--- src/rtl/cnt_pkg.sv ---
// Shared encodings for the prescaled counter family: counting modes and
// the ping-pong direction flag.
package cnt_pkg;

  typedef enum logic [1:0] {
    MODE_UP       = 2'b00,
    MODE_DOWN     = 2'b01,
    MODE_PINGPONG = 2'b10,
    MODE_HOLD     = 2'b11
  } mode_e;

  typedef enum logic {
    DIR_UP   = 1'b0,
    DIR_DOWN = 1'b1
  } dir_e;

endpackage

--- src/rtl/tick_gen.sv ---
// Clock-enable prescaler: emits a one-cycle tick once every DIV enabled
// cycles. The count freezes while en is low, and clr restarts the interval.
module tick_gen #(
  parameter logic [31:0] DIV = 32'd50_000_000
) (
  input  logic clk,
  input  logic rst,
  input  logic en,
  input  logic clr,
  output logic tick
);

  localparam logic [31:0] LAST = DIV - 32'd1;

  logic [31:0] pre_q;
  logic [31:0] pre_d;

  // With DIV=1, LAST is 0 and pre stays at 0, so tick simply follows en.
  assign tick = en && (pre_q == LAST);

  always_comb begin
    pre_d = pre_q;
    if (clr) begin
      pre_d = '0;
    end else if (tick) begin
      pre_d = '0;
    end else if (en) begin
      pre_d = pre_q + 32'd1;
    end
  end

  always_ff @(posedge clk) begin
    if (rst) begin
      pre_q <= '0;
    end else begin
      pre_q <= pre_d;
    end
  end

endmodule

--- src/rtl/prescaled_mode_counter.sv ---
// Modulo counter with up/down/ping-pong/hold modes that steps on a
// prescaled enable tick; load saturates to MODULUS-1 and restarts the interval.
module prescaled_mode_counter
  import cnt_pkg::*;
#(
  parameter int unsigned WIDTH   = 4,
  parameter int unsigned DIV     = 50_000_000,
  parameter int unsigned MODULUS = 16
) (
  input  logic             clk,
  input  logic             rst,
  input  logic             en,
  input  logic [1:0]       mode,
  input  logic             load,
  input  logic [WIDTH-1:0] din,
  output logic [WIDTH-1:0] cnt,
  output logic             tick,
  output logic             wrap
);

  localparam logic [WIDTH:0]   MOD_EXT  = (WIDTH+1)'(MODULUS);
  localparam logic [WIDTH-1:0] CNT_MAX  = WIDTH'(MODULUS - 1);
  localparam logic [WIDTH-1:0] CNT_MAX1 = WIDTH'(MODULUS - 2);

  logic [WIDTH-1:0] cnt_q, cnt_d;
  dir_e             dir_q, dir_d;
  logic             pp_active_q, pp_active_d;
  logic             wrap_q, wrap_d;

  logic [WIDTH:0]   cnt_inc;
  logic [WIDTH:0]   cnt_dec;
  logic [WIDTH-1:0] din_sat;
  dir_e             pp_dir;

  tick_gen #(
    .DIV (32'(DIV))
  ) u_tick_gen (
    .clk  (clk),
    .rst  (rst),
    .en   (en),
    .clr  (load),
    .tick (tick)
  );

  assign cnt_inc = {1'b0, cnt_q} + {{WIDTH{1'b0}}, 1'b1};
  assign cnt_dec = {1'b0, cnt_q} - {{WIDTH{1'b0}}, 1'b1};
  assign din_sat = ({1'b0, din} < MOD_EXT) ? din : CNT_MAX;

  // A ping-pong step that does not follow another ping-pong step starts upward.
  assign pp_dir = pp_active_q ? dir_q : DIR_UP;

  always_comb begin
    cnt_d       = cnt_q;
    dir_d       = dir_q;
    pp_active_d = pp_active_q;
    wrap_d      = 1'b0;
    if (load) begin
      cnt_d = din_sat;
    end else if (tick) begin
      pp_active_d = 1'b0;
      unique case (mode_e'(mode))
        MODE_UP: begin
          if (cnt_inc >= MOD_EXT) begin
            cnt_d  = '0;
            wrap_d = 1'b1;
          end else begin
            cnt_d = cnt_inc[WIDTH-1:0];
          end
        end
        MODE_DOWN: begin
          if (cnt_q == '0) begin
            cnt_d  = CNT_MAX;
            wrap_d = 1'b1;
          end else begin
            cnt_d = cnt_dec[WIDTH-1:0];
          end
        end
        MODE_PINGPONG: begin
          pp_active_d = 1'b1;
          dir_d       = pp_dir;
          if (pp_dir == DIR_UP) begin
            if (cnt_inc >= MOD_EXT) begin
              dir_d  = DIR_DOWN;
              cnt_d  = CNT_MAX1;
              wrap_d = 1'b1;
            end else begin
              cnt_d = cnt_inc[WIDTH-1:0];
            end
          end else begin
            if (cnt_q == '0) begin
              dir_d  = DIR_UP;
              cnt_d  = {{(WIDTH-1){1'b0}}, 1'b1};
              wrap_d = 1'b1;
            end else begin
              cnt_d = cnt_dec[WIDTH-1:0];
            end
          end
        end
        default: begin
          cnt_d = cnt_q;
        end
      endcase
    end
  end

  always_ff @(posedge clk) begin
    if (rst) begin
      cnt_q       <= '0;
      dir_q       <= DIR_UP;
      pp_active_q <= 1'b0;
      wrap_q      <= 1'b0;
    end else begin
      cnt_q       <= cnt_d;
      dir_q       <= dir_d;
      pp_active_q <= pp_active_d;
      wrap_q      <= wrap_d;
    end
  end

  assign cnt  = cnt_q;
  assign wrap = wrap_q;

endmodule

--- config.mk ---
export PLATFORM = sky130hd
export DESIGN_NAME = prescaled_mode_counter
export DESIGN_NICKNAME = d
export VERILOG_FILES = /design/src/rtl/cnt_pkg.sv /design/src/rtl/tick_gen.sv /design/src/rtl/prescaled_mode_counter.sv
export SDC_FILE = /design/constraint.sdc
export NUM_CORES = 1
export LEC_CHECK = 0
export ABC_AREA = 1
export CAP_MARGIN = 25
export CORE_UTILIZATION = 46
export CTS_CLUSTER_DIAMETER = 200
export DETAILED_ROUTE_END_ITERATION = 10
export GPL_TIMING_DRIVEN = 0
export PLACE_DENSITY = 0.66
export SYNTH_ARGS = -nofsm -noshare
export SYNTH_HDL_FRONTEND = slang
export SYNTH_SLANG_ARGS = --single-unit
--- constraint.sdc ---
create_clock -name clk -period 1.4 [get_ports clk]
set_input_delay 0.21 -clock clk [delete_from_list [all_inputs] [get_ports clk]]
set_output_delay 0.21 -clock clk [all_outputs]
set_load 0.005 [all_outputs]
==> results.md <==
- Netlist Area Pre-Place: 0.00259 mm2
- PortBufs: 14
- Worst Path Required: 1190 ps
- Share of synthesized registers carrying an async set or reset: 0%
- Post-synthesis cell type with the largest combined area: dfxtp_1
- Nature of the critical path endpoint: output pin
- Row count: 26
- Clock-pin slew of the registers on the worst-case setup and hold paths: 70 ps
- Reg-to-Reg End: u_tick_gen.pre_q[25]$_SDFFE_PP0P_
- Net switching component of the power: 627 uW
- Via density per instance: 5.35
- Final worst slack: -244 ps
- Path type of the worst min-delay path: in -> reg
- Root buffer cell: clkbuf_8
- Number of cells in the design after placement: 474
- FF-to-FF setup slack: -240 ps
- Total die area: 0.00593 mm2
- Initial core utilization: 49.1%
- Fraction of the cycle the final worst path needs: 117%
- Via total after detailed routing: 2817
- Count of antenna-violating nets left after detailed routing: 0
- Net total in the final layout: 474
- Gr ovfl total: 0
- Sinks on Clock Net: 39
- Number of pins with negative max-slew slack in the final report: 0
- Count of distinct cell types in the synthesized netlist: 35
- Average instance area after synthesis: 6.64 um2
- Maximum number of pins on one net before global-route repair: 13
- Hold worst-path end: cnt[1]$_SDFFE_PP0P_
- Kind of critical path: reg -> out
- Number of remaining DRC errors: 0
- Startpoint of the most critical register-to-register path: u_tick_gen.pre_q[14]$_SDFFE_PP0P_
- Min Clock Period, post-route: 1640 ps
- Horizontal die dimension: 77.0 um
- Comb pwr share: 16.0%
- Hold depth: 2
- Post-DP Area: 0.00284 mm2
- Total of max-cap violations: 0
- Largest cells by area after synthesis: dfxtp_1 (30%), nand2_1 (13%), nor2_1 (8.1%), inv_1 (6.8%), nand3_1 (5.6%)
- Final cell area excluding filler cells: 0.00397 mm2
- Portion of synthesized cell area occupied by the leading cell type: 30.2%
- Number of antenna diodes: 0
- Startpoint type of the worst setup path: register
- Violated checks: setup timing
- Leak pwr: 0.00160 uW
- Sequential element share of the synthesized area: 30.2%
- Data arrival at the endpoint of the critical path: 1430 ps
- Iter 0 DRT Violations: 146
- Setup Total Neg Slack: -7610 ps
- Peak clock frequency supported by timing: 608 MHz
- Fraction of layout cells with a size suffix above 1: 48.1%
- Maximum vdd drop: 0.686 mV
- Fillers: 367
- Number of global-route vias before repair: 2536
- Relative slew slack: 58.1%
- Synthesis-to-finish area growth: 53.4%
- Cts bufs inserted: 5
- Post-DP HPWL: 4650 um
- Status: finished with violations
- Synth Net Count: 408
- Power per Cell Area: 626 mW/mm2
- Relative contribution of the clock network to total power: 38.9%
- Overall power consumption: 2480 uW
- Routed length per instance: 14.7 um
- Slew @ Worst Pin: 629 ps
- Final Skew: 10.7 ps
- Setup violation total in the final timing report: 40
- Unrepaired setup endpoints after global routing: true
- Register bit total from synthesis: 39
- Antenna violations before repair: 0
- CTS HTree Levels: 2
- Wire length reported by the detailed router: 7740 um
- Switching portion of total power: 25.2%
- Number of synthesized flops with an enable pin: 0
- Core Area: 0.00527 mm2
- Clock tree from TritonCTS: built
- Post-Syn Instances: 390
- Clock latency at the later pin of the worst-skew pair: 290 ps
- Number of placed I/O pins: 16
- GRT Total Usage: 25.3%
- Final Hold Viols: 0
- Die Y-Extent: 77.0 um
- Dominant synthesized flop cell: dfxtp_1
- Cell internal power dissipation: 1860 uW
- R2r worst-path depth: 13
- Max Root-Sink Buffers: 2
- Drt pass-1 iters: 5
- Yosys warning count: 0
- Portion of total power attributed to sequential cells: 45.2%
- Launching instance or port of the critical path: u_tick_gen.pre_q[0]$_SDFFE_PP0P_
- Global-route wire length before repair: 12000 um
- Highest net fanout along the worst path: 5
- Hold path startpoint: rst
- GPL Wtd Cong: 0.876
- Layout Cells excl Fill: 527
==> layout make-up <==
type | count | area (um2) | area share [%]
repair buffers | 59 | 559 | 14.1
clock inverters | 2 | 35.0 | 0.882
well taps | 70 | 87.6 | 2.21
plain buffers | 7 | 72.6 | 1.83
clock buffers | 6 | 82.6 | 2.08
inverters | 51 | 204 | 5.14
flip-flops and latches | 39 | 837 | 21.1
multi-input cells | 293 | 2090 | 52.7
==> power groups by stage <==
| stage | sequential, uW | clock, uW | combinational [uW] |
|---|---|---|---|
| detailed placement | 1160 | 0 | 264 |
| global placement | 1160 | 0 | 262 |
| global route | 1120 | 1030 | 437 |
| finish | 1120 | 965 | 397 |
| CTS | 1120 | 997 | 343 |
| floorplan | 1160 | 0 | 176 |
==> worst max-delay path: stages, from the launching register on <==
cell and delay (ps):
dfxtp_4 370, ha_4 140, nand3_4 90, inv_6 110, nand2_4 70, nor3_4 210, buf_2 150
==> per-layer routing <==
metal | track usage, % | vias up | share of wire (%)
li1 | - | 1381 | -
met1 | 34.3 | 1319 | 45
met2 | 41.5 | 100 | 48
met3 | 4.05 | 17 | 5.1
met4 | 6.60 | 0 | 1.8
met5 | 0 | - | 0
==> through the flow <==
step           setup slack [ps]  hold slack, ps  util, %
4_1_cts                    -210             307     68.7
6_report                   -244             403     75.3
3_3_place_gp               -703             454     53.8
3_5_place_dp               -725             452     53.8
2_1_floorplan              14.7             384        -
5_1_grt                    -357             412     75.3
==> logic make-up after synthesis <==
kind of cell,after synthesis,synth area share (%)
DFF,39,30.2
and+or+nand+nor,233,43.2
AOI/OAI and AO/OA,34,7.30
xor gates and xnor gates,18,6.09
buffers and inverters,58,9.42
adders and majority gates,8,3.87
==> layout by cell type, fill, tap and decap left out, types with 9 or more instances in the layout <==
cell type and instances:
buf_6 11, nor2_2 29, inv_2 11, xor2_1 10, buf_4 33, nand2_1 76
nand2_4 9, dfxtp_2 18, nor2_1 23, nor2_4 15, a21oi_2 16, nand2_2 13
nand3_1 21, nand4_1 11, dfxtp_4 9, inv_1 37, dfxtp_1 12
==> how the worst max path moves through the flow <==
stage / end / cells after the start
6_report: tick / 6
5_1_grt: u_tick_gen.pre_q[25]$_SDFFE_PP0P_ / 13
4_1_cts: tick / 6
3_5_place_dp: tick / 6
3_3_place_gp: tick / 6
2_1_floorplan: u_tick_gen.pre_q[26]$_SDFFE_PP0P_ / 10
==> sequential cells by signal, indices dropped and copies added (netlist names) <==
| register | flops |
|---|---|
| dir_q | 1 |
| pp_active_q | 1 |
| wrap | 1 |
| cnt | 4 |
| u_tick_gen.pre_q | 32 |
==> repair_timing <==
action | 4_1_cts | 5_1_grt
hold buffers | 0 | 0
pin swaps | 29 | 16
cloned | 2 | 0
endpoints found under the setup margin | 43 | 43
buffers inserted | 33 | 10
hold endpoints to repair | 0 | 0
gates resized for setup | 130 | 69
==> cells in the mapped netlist, drive strengths merged (3+ instances only) <==
cell	number
dfxtp	39
nand4	11
inv	51
o21ai	8
ha	8
nand3	31
buf	7
a21oi	20
xnor2	5
nor3	16
xor2	13
nor2	67
nand2	99
or2	3
Power figures use the tool's default switching activity.
